`src/rtl/dds_sweep_ctrl_pkg.sv`:
```
// Shared types and defaults for the DDS tone/sweep controller.
package dds_sweep_ctrl_pkg;

    localparam int unsigned DEF_ACC_W    = 32;
    localparam int unsigned DEF_CORE_LAT = 18;
    localparam int unsigned ANGLE_W      = 20;

    typedef enum logic [1:0] {
        ST_IDLE,
        ST_TONE,
        ST_SWEEP,
        ST_DRAIN
    } state_t;

endpackage

```
`src/rtl/dds_vld_dly.sv`:
```
// Valid-bit delay line matching the sin/cos core latency.
module dds_vld_dly #(
    parameter int unsigned LAT = 18
) (
    input  logic clk,
    input  logic rst_n,
    input  logic sample_vld,
    output logic delayed_vld,
    output logic any_valid
);

    logic [LAT-1:0] sr;
    logic [LAT-1:0] sr_nxt;

    generate
        if (LAT == 1) begin : g_single
            assign sr_nxt = sample_vld;
        end else begin : g_multi
            assign sr_nxt = {sr[LAT-2:0], sample_vld};
        end
    endgenerate

    // Shift the valid bit along the line; cleared by reset.
    always_ff @(posedge clk) begin
        if (!rst_n) begin
            sr <= '0;
        end else begin
            sr <= sr_nxt;
        end
    end

    assign delayed_vld = sr[LAT-1];
    // Looks at the line as it will be after this edge, so the last valid bit
    // leaving the output stage already reads as empty.
    assign any_valid   = |sr_nxt;

endmodule

```
`src/rtl/dds_sweep_ctrl.sv`:
```
// Phase accumulator and tone/linear-sweep sequencer feeding a sin/cos core.
module dds_sweep_ctrl
    import dds_sweep_ctrl_pkg::*;
#(
    parameter int unsigned CORE_LAT = DEF_CORE_LAT,
    parameter int unsigned ACC_W    = DEF_ACC_W
) (
    input  logic               clk,
    input  logic               rst_n,
    input  logic               cfg_valid,
    output logic               cfg_ready,
    input  logic               cfg_mode,
    input  logic [ACC_W-1:0]   cfg_ftw,
    input  logic [ACC_W-1:0]   cfg_step,
    input  logic [15:0]        cfg_seg_num,
    input  logic [15:0]        cfg_dwell,
    input  logic [ANGLE_W-1:0] cfg_phase_off,
    input  logic               start,
    input  logic               stop,
    output logic [ANGLE_W-1:0] angle_o,
    output logic               angle_vld_o,
    output logic               out_vld_o,
    output logic               busy_o,
    output logic               done_o
);

    state_t             state;

    logic               sh_mode;
    logic [ACC_W-1:0]   sh_ftw;
    logic [ACC_W-1:0]   sh_step;
    logic [15:0]        sh_seg_num;
    logic [15:0]        sh_dwell;
    logic [ANGLE_W-1:0] sh_phase_off;

    logic [ACC_W-1:0]   acc;
    logic [ACC_W-1:0]   ftw;
    logic [15:0]        seg_cnt;
    logic [15:0]        dwell_cnt;

    logic [ACC_W-1:0]   acc_sum;
    logic [ANGLE_W-1:0] angle_nxt;
    logic               last_dwell;
    logic               last_seg;
    logic               any_valid;

    // acc holds the phase shown in the current valid cycle; the next angle
    // is derived from the advanced value so angle_o stays registered.
    assign acc_sum    = acc + ftw;
    assign angle_nxt  = acc_sum[ACC_W-1 -: ANGLE_W] + sh_phase_off;
    assign last_dwell = (dwell_cnt == sh_dwell);
    assign last_seg   = (seg_cnt == sh_seg_num);

    assign cfg_ready  = (state == ST_IDLE);
    assign busy_o     = (state != ST_IDLE);

    // Main sequencer: config capture, tone/sweep generation and drain.
    always_ff @(posedge clk) begin
        if (!rst_n) begin
            state        <= ST_IDLE;
            sh_mode      <= 1'b0;
            sh_ftw       <= '0;
            sh_step      <= '0;
            sh_seg_num   <= '0;
            sh_dwell     <= '0;
            sh_phase_off <= '0;
            acc          <= '0;
            ftw          <= '0;
            seg_cnt      <= '0;
            dwell_cnt    <= '0;
            angle_o      <= '0;
            angle_vld_o  <= 1'b0;
            done_o       <= 1'b0;
        end else begin
            done_o <= 1'b0;
            case (state)
                ST_IDLE: begin
                    if (cfg_valid) begin
                        sh_mode      <= cfg_mode;
                        sh_ftw       <= cfg_ftw;
                        sh_step      <= cfg_step;
                        sh_seg_num   <= cfg_seg_num;
                        sh_dwell     <= cfg_dwell;
                        sh_phase_off <= cfg_phase_off;
                    end else if (start) begin
                        acc         <= '0;
                        ftw         <= sh_ftw;
                        seg_cnt     <= '0;
                        dwell_cnt   <= '0;
                        angle_o     <= sh_phase_off;
                        angle_vld_o <= 1'b1;
                        state       <= sh_mode ? ST_SWEEP : ST_TONE;
                    end
                end
                ST_TONE: begin
                    if (stop) begin
                        angle_vld_o <= 1'b0;
                        state       <= ST_DRAIN;
                    end else begin
                        acc     <= acc_sum;
                        angle_o <= angle_nxt;
                    end
                end
                ST_SWEEP: begin
                    if (stop || (last_dwell && last_seg)) begin
                        angle_vld_o <= 1'b0;
                        state       <= ST_DRAIN;
                    end else begin
                        acc     <= acc_sum;
                        angle_o <= angle_nxt;
                        if (last_dwell) begin
                            dwell_cnt <= '0;
                            seg_cnt   <= seg_cnt + 16'd1;
                            ftw       <= ftw + sh_step;
                        end else begin
                            dwell_cnt <= dwell_cnt + 16'd1;
                        end
                    end
                end
                ST_DRAIN: begin
                    if (!any_valid) begin
                        done_o <= 1'b1;
                        state  <= ST_IDLE;
                    end
                end
                default: state <= ST_IDLE;
            endcase
        end
    end

    dds_vld_dly #(
        .LAT (CORE_LAT)
    ) u_vld_dly (
        .clk         (clk),
        .rst_n       (rst_n),
        .sample_vld  (angle_vld_o),
        .delayed_vld (out_vld_o),
        .any_valid   (any_valid)
    );

endmodule
```
`config.mk`:
```
export PLATFORM = sky130hd
export DESIGN_NAME = dds_sweep_ctrl
export DESIGN_NICKNAME = d
export VERILOG_FILES = /design/src/rtl/dds_sweep_ctrl_pkg.sv /design/src/rtl/dds_vld_dly.sv /design/src/rtl/dds_sweep_ctrl.sv
export SDC_FILE = /design/constraint.sdc
export NUM_CORES = 1
export LEC_CHECK = 0
export ABC_CLOCK_PERIOD_IN_PS = 4200
export BUFFER_PORTS_ARGS = -buffer_cell sky130_fd_sc_hd__clkbuf_2
export CAP_MARGIN = 25
export CORE_ASPECT_RATIO = 0.7
export CORE_MARGIN = 4
export CORE_UTILIZATION = 54
export DETAILED_ROUTE_END_ITERATION = 10
export GPL_TIMING_DRIVEN = 1
export PLACE_DENSITY = 0.74
export SLEW_MARGIN = 20
export SYNTH_ARGS = -nofsm -noshare
export SYNTH_HDL_FRONTEND = slang
export SYNTH_HIERARCHICAL = 1
export SYNTH_SLANG_ARGS = --single-unit
```
`constraint.sdc`:
```
create_clock -name clk -period 4.2 [get_ports clk]
set_input_delay 0.42 -clock clk [delete_from_list [all_inputs] [get_ports clk]]
set_output_delay 0.42 -clock clk [all_outputs]
set_load 0.01 [all_outputs]
```
==> PnR_summary.wiki <==
{| class="wikitable"
! Metric !! Value
|-
| Number of warnings issued by yosys || 6
|-
| Worst path cell trace || ha_4, fa_2, a21o_1, a21oi_2, o211ai_1, a21oi_2, buf_4, nor2_4, o221ai_4, o21ai_2, xor2_1, ha_1, a2111oi_4, o21a_1, nor3_2, o311a_1, a31oi_2, o211ai_1, mux2i_1, xnor2_1, a211oi_2
|-
| Clock input transition at the sequential cells of the worst setup and hold paths || 0.07 ns
|-
| Fill cells || 2122
|-
| Maximum root-to-sink buffer count || 3
|-
| CTS tree || built
|-
| Cell types with the highest counts after synthesis || sky130_fd_sc_hd__nand2_1, sky130_fd_sc_hd__dfxtp_1, sky130_fd_sc_hd__a21oi_1
|-
| Worst-path maximum fanout || 3
|-
| Worst EP required || 4.58 ns
|-
| Register bit count reported by yosys || 255
|-
| Relative slew slack || 0.3258
|-
| Net switching power || 0.003078 W
|-
| Buffers on Ports || 146
|-
| Final critical-path required period || 4.302 ns
|-
| Startpoint of the worst register-to-register path || ftw[0]
|-
| Die area || 28210 um^2
|-
| Routability-driven placement congestion ratio || 0.9679
|-
| Root Driver || sky130_fd_sc_hd__clkbuf_16
|-
| Most numerous cell in the Yosys netlist || sky130_fd_sc_hd__nand2_1
|-
| Share of the synthesized area in the top cell type || 0.3701
|-
| Net count, final || 2103
|-
| First-pass detailed-route iteration total || 5
|-
| Number of vias in the routed layout || 12650
|-
| Wire length per cell after detailed routing || 16.90 um
|-
| VDD IR max || 286.8 uV
|-
| DIE HEIGHT || 141.7 um
|-
| Antenna Violating Nets Remaining || 0
|-
| Most instantiated flip-flop cell in the synthesis netlist || sky130_fd_sc_hd__dfxtp_1
|-
| Cell Int Power || 0.005261 W
|-
| Share of total power in sequential cells || 0.370
|-
| Setup WS pre-CTS || -0.2540 ns
|-
| Share of post-route cells with drive strength above 1 || 0.1834
|-
| Number of distinct standard cells referenced by the synthesized netlist || 67
|-
| Clock network latency to the later pin of the worst-skew pair || 0.52 ns
|-
| Initial antenna violation count || 0
|-
| Mapped Cells || 1718
|-
| Clock Skews || 0.01851 ns
|-
| Synthesized Nets || 1934
|-
| Inserted Clock Buffers || 25
|-
| Highest attainable clock frequency || 0.2324 GHz
|-
| Avg Synthesized Cell Area || 8.029 um^2
|-
| Reported max-cap violation count || 0
|-
| Total leakage power || 7.369 nW
|-
| I/O Pins || 147
|-
| Areal power density over the cells || 505.4 nW/um^2
|-
| Data arrival time at the worst-slack endpoint || 4.68 ns
|-
| Cell type with the largest total area after synthesis || sky130_fd_sc_hd__dfxtp_1
|-
| Cell with the largest stage delay on the worst path || sky130_fd_sc_hd__fa_2
|-
| Unrepaired setup endpoints after global routing || true
|-
| Actual slew at the worst max-slew pin || 1.008 ns
|-
| Post-synth EDFFs || 0
|-
| Violated checks || negative setup slack
|-
| Number of global-route vias before repair || 11552
|-
| Combinational share of power || 0.346
|-
| Clock tree sinks || 255
|-
| HPWL after detailed placement || 27300 um
|-
| Number of buffers inserted for hold repair after clock tree synthesis || 0
|-
| Core Util, Final || 0.6636
|-
| Layout Cells excl Fill || 2228
|-
| Number of antenna diodes || 0
|-
| Endpoint kind of the worst setup timing path || register
|-
| GR Overflow Total || 0
|-
| Placed instance count || 2170
|-
| Final-report setup violation count || 4
|-
| Biggest cell delay along the critical path || 0.36 ns
|-
| Effective utilization at floorplan || 0.5548
|-
| Run status || finished, violations left
|-
| Total global-route track usage || 0.2550
|-
| Detailed-route vias per instance || 5.678
|-
| Horizontal extent of the die || 199.0 um
|-
| Maximum number of pins on one net before global-route repair || 100
|-
| First DRT Iteration DRCs || 1100
|-
| Final TNS setup || -0.2575 ns
|-
| Count of unresolved DRC violations after routing || 0
|-
| Critical Path Start || ftw[0]
|-
| Wire length of the first global-routing pass || 59830 um
|-
| Number of slew-limit violations in the final report || 0
|-
| Final critical-path share of the clock period || 1.024
|-
| Ys async rst share || 0
|-
| Sequential fraction of the synthesis area || 0.3701
|-
| Hold Path Class || in2reg
|-
| Total Wirelength || 37660 um
|-
| FP Rows || 48
|-
| H-Tree Level Count || 1
|-
| Power share of the clock group || 0.283
|-
| Standard cell core area || 24860 um^2
|-
| Switching share of power || 0.3692
|-
| Final count of hold timing violations || 0
|-
| Worst Setup Start Kind || register
|-
| Critical path class || reg2reg
|-
| Synth area leaders || sky130_fd_sc_hd__dfxtp_1, sky130_fd_sc_hd__nand2_1, sky130_fd_sc_hd__a21oi_1
|-
| Total standard cell area after synthesis || 13790 um^2
|-
| Slack of the critical path || -0.1024 ns
|-
| Start point of the worst min-delay path || cfg_phase_off[7]
|-
| Area growth from synthesis to layout || 19.62%
|}
## timing repair
| action | in CTS | in global routing |
|---|---|---|
| gates resized for setup | 17 | 54 |
| setup endpoints to repair | 9 | 12 |
| setup buffers | 6 | 10 |
| pin swaps | 28 | 40 |
## area by class of cell
type,instances,area (um^2),share of cell area
Sequential cell,255,5109,0.3096
Multi-Input combinational cell,1350,8637,0.5234
Clock buffer,34,699.4,0.04239
Timing Repair Buffer,229,1394,0.08447
Clock inverter,9,155.1,0.009403
Tap cell,325,406.6,0.02464
Inverter,26,100.1,0.006066
## routing by layer
layer / vias to the layer above / wire, um / GRT usage
met1: 5848 / 19300 / 0.4117
met4: 0 / 597 / 0.04101
met3: 38 / 2750 / 0.03988
met5: - / 0 / 0
met2: 380 / 15010 / 0.3599
li1: 6384 / - / -
## placed cells by master, fill, tap and decap left out, types with 6 or more instances in the layout
cell                        synthesis  layout
sky130_fd_sc_hd__a211oi_1          25      23
sky130_fd_sc_hd__a21o_1            49      49
sky130_fd_sc_hd__a21oi_1          235     223
sky130_fd_sc_hd__a21oi_2            3      13
sky130_fd_sc_hd__a22oi_1           19      18
sky130_fd_sc_hd__a31oi_1           11       9
sky130_fd_sc_hd__and2_1            21      20
sky130_fd_sc_hd__and3_1            11      11
sky130_fd_sc_hd__buf_4              0      79
sky130_fd_sc_hd__clkbuf_16          0      25
sky130_fd_sc_hd__clkbuf_2           0     146
sky130_fd_sc_hd__dfxtp_1          255     252
sky130_fd_sc_hd__ha_1              91      83
sky130_fd_sc_hd__inv_1             25      25
sky130_fd_sc_hd__mux2i_1           26      26
sky130_fd_sc_hd__nand2_1          328     327
sky130_fd_sc_hd__nand2b_1          16      16
sky130_fd_sc_hd__nand3_1           45      44
sky130_fd_sc_hd__nand4_1           14      14
sky130_fd_sc_hd__nor2_1           108     105
sky130_fd_sc_hd__nor2b_1            9       9
sky130_fd_sc_hd__nor3_1            18      15
sky130_fd_sc_hd__nor4_1            12      12
sky130_fd_sc_hd__o211ai_1           7       7
sky130_fd_sc_hd__o21a_1            16      16
sky130_fd_sc_hd__o21ai_0           78      67
sky130_fd_sc_hd__o21ai_1            3       6
sky130_fd_sc_hd__o21ai_2            1       9
sky130_fd_sc_hd__o21bai_1           7       7
sky130_fd_sc_hd__or3_1              8       8
sky130_fd_sc_hd__xnor2_1           46      40
sky130_fd_sc_hd__xnor2_2            0       6
sky130_fd_sc_hd__xor2_1            72      71
## per-stage QoR
step	cell area (um^2)	power (W)	hold WS, ns
floorplan	13840	0.004943	0.4205
global placement	15180	0.005801	0.4258
detailed placement	15210	0.005889	0.4395
CTS	16180	0.008267	0.09577
global route	16500	0.008816	0.1110
finish	16500	0.008339	0.1101
## cells by family (layout without fill, tap and decap cells)
family | after synthesis | after routing | share of synthesized area
AOI/OAI and AO/OA | 498 | 498 | 0.2211
xor gates and xnor gates | 118 | 118 | 0.07492
adders and majority gates | 94 | 94 | 0.08689
buffers and inverters | 113 | 298 | 0.03084
DFF | 255 | 255 | 0.3701
muxes | 26 | 26 | 0.01887
and+or+nand+nor | 614 | 614 | 0.1973
## flip-flops by register name, summed over array words and instances (netlist names)
signal and cells:
sh_dwell 16, sh_step 32, sh_ftw 32, seg_cnt 16, ftw 32, done_o 1, acc 32, sh_phase_off 20
dwell_cnt 16, angle_o 20, u_vld_dly/sr 18, state 2, sh_mode 1, sh_seg_num 16, angle_vld_o 1
## worst max-delay path, delay by kind of cell (launching register included)
kind | cells | cell delay, ns
AOI/OAI and AO/OA | 12 | 2.18
xor gates and xnor gates | 2 | 0.36
adders and majority gates | 3 | 0.84
buffers and inverters | 1 | 0.16
DFF | 1 | 0.33
muxes | 1 | 0.20
and+or+nand+nor | 2 | 0.10
## power groups by stage
stage                     clock (W)  sequential, W  combinational (W)
after CTS                   0.00240        0.00308            0.00279
after global routing        0.00250        0.00312            0.00320
after floorplan                   0        0.00305            0.00190
after global placement            0        0.00311            0.00269
after detailed placement          0        0.00313            0.00276
final                       0.00236        0.00309            0.00289
## path summary, 6_finish.rpt
kind | depth (start not counted) | end | slack [ns]
worst max register to register | 21 | angle_o[19] | -0.10
worst min-delay path | 3 | sh_phase_off[7] | 0.11
worst min register to register | 1 | u_vld_dly/sr[13] | 0.45
worst max-delay path | 21 | angle_o[19] | -0.10
Note: power is estimated with default switching activity, not from simulation.
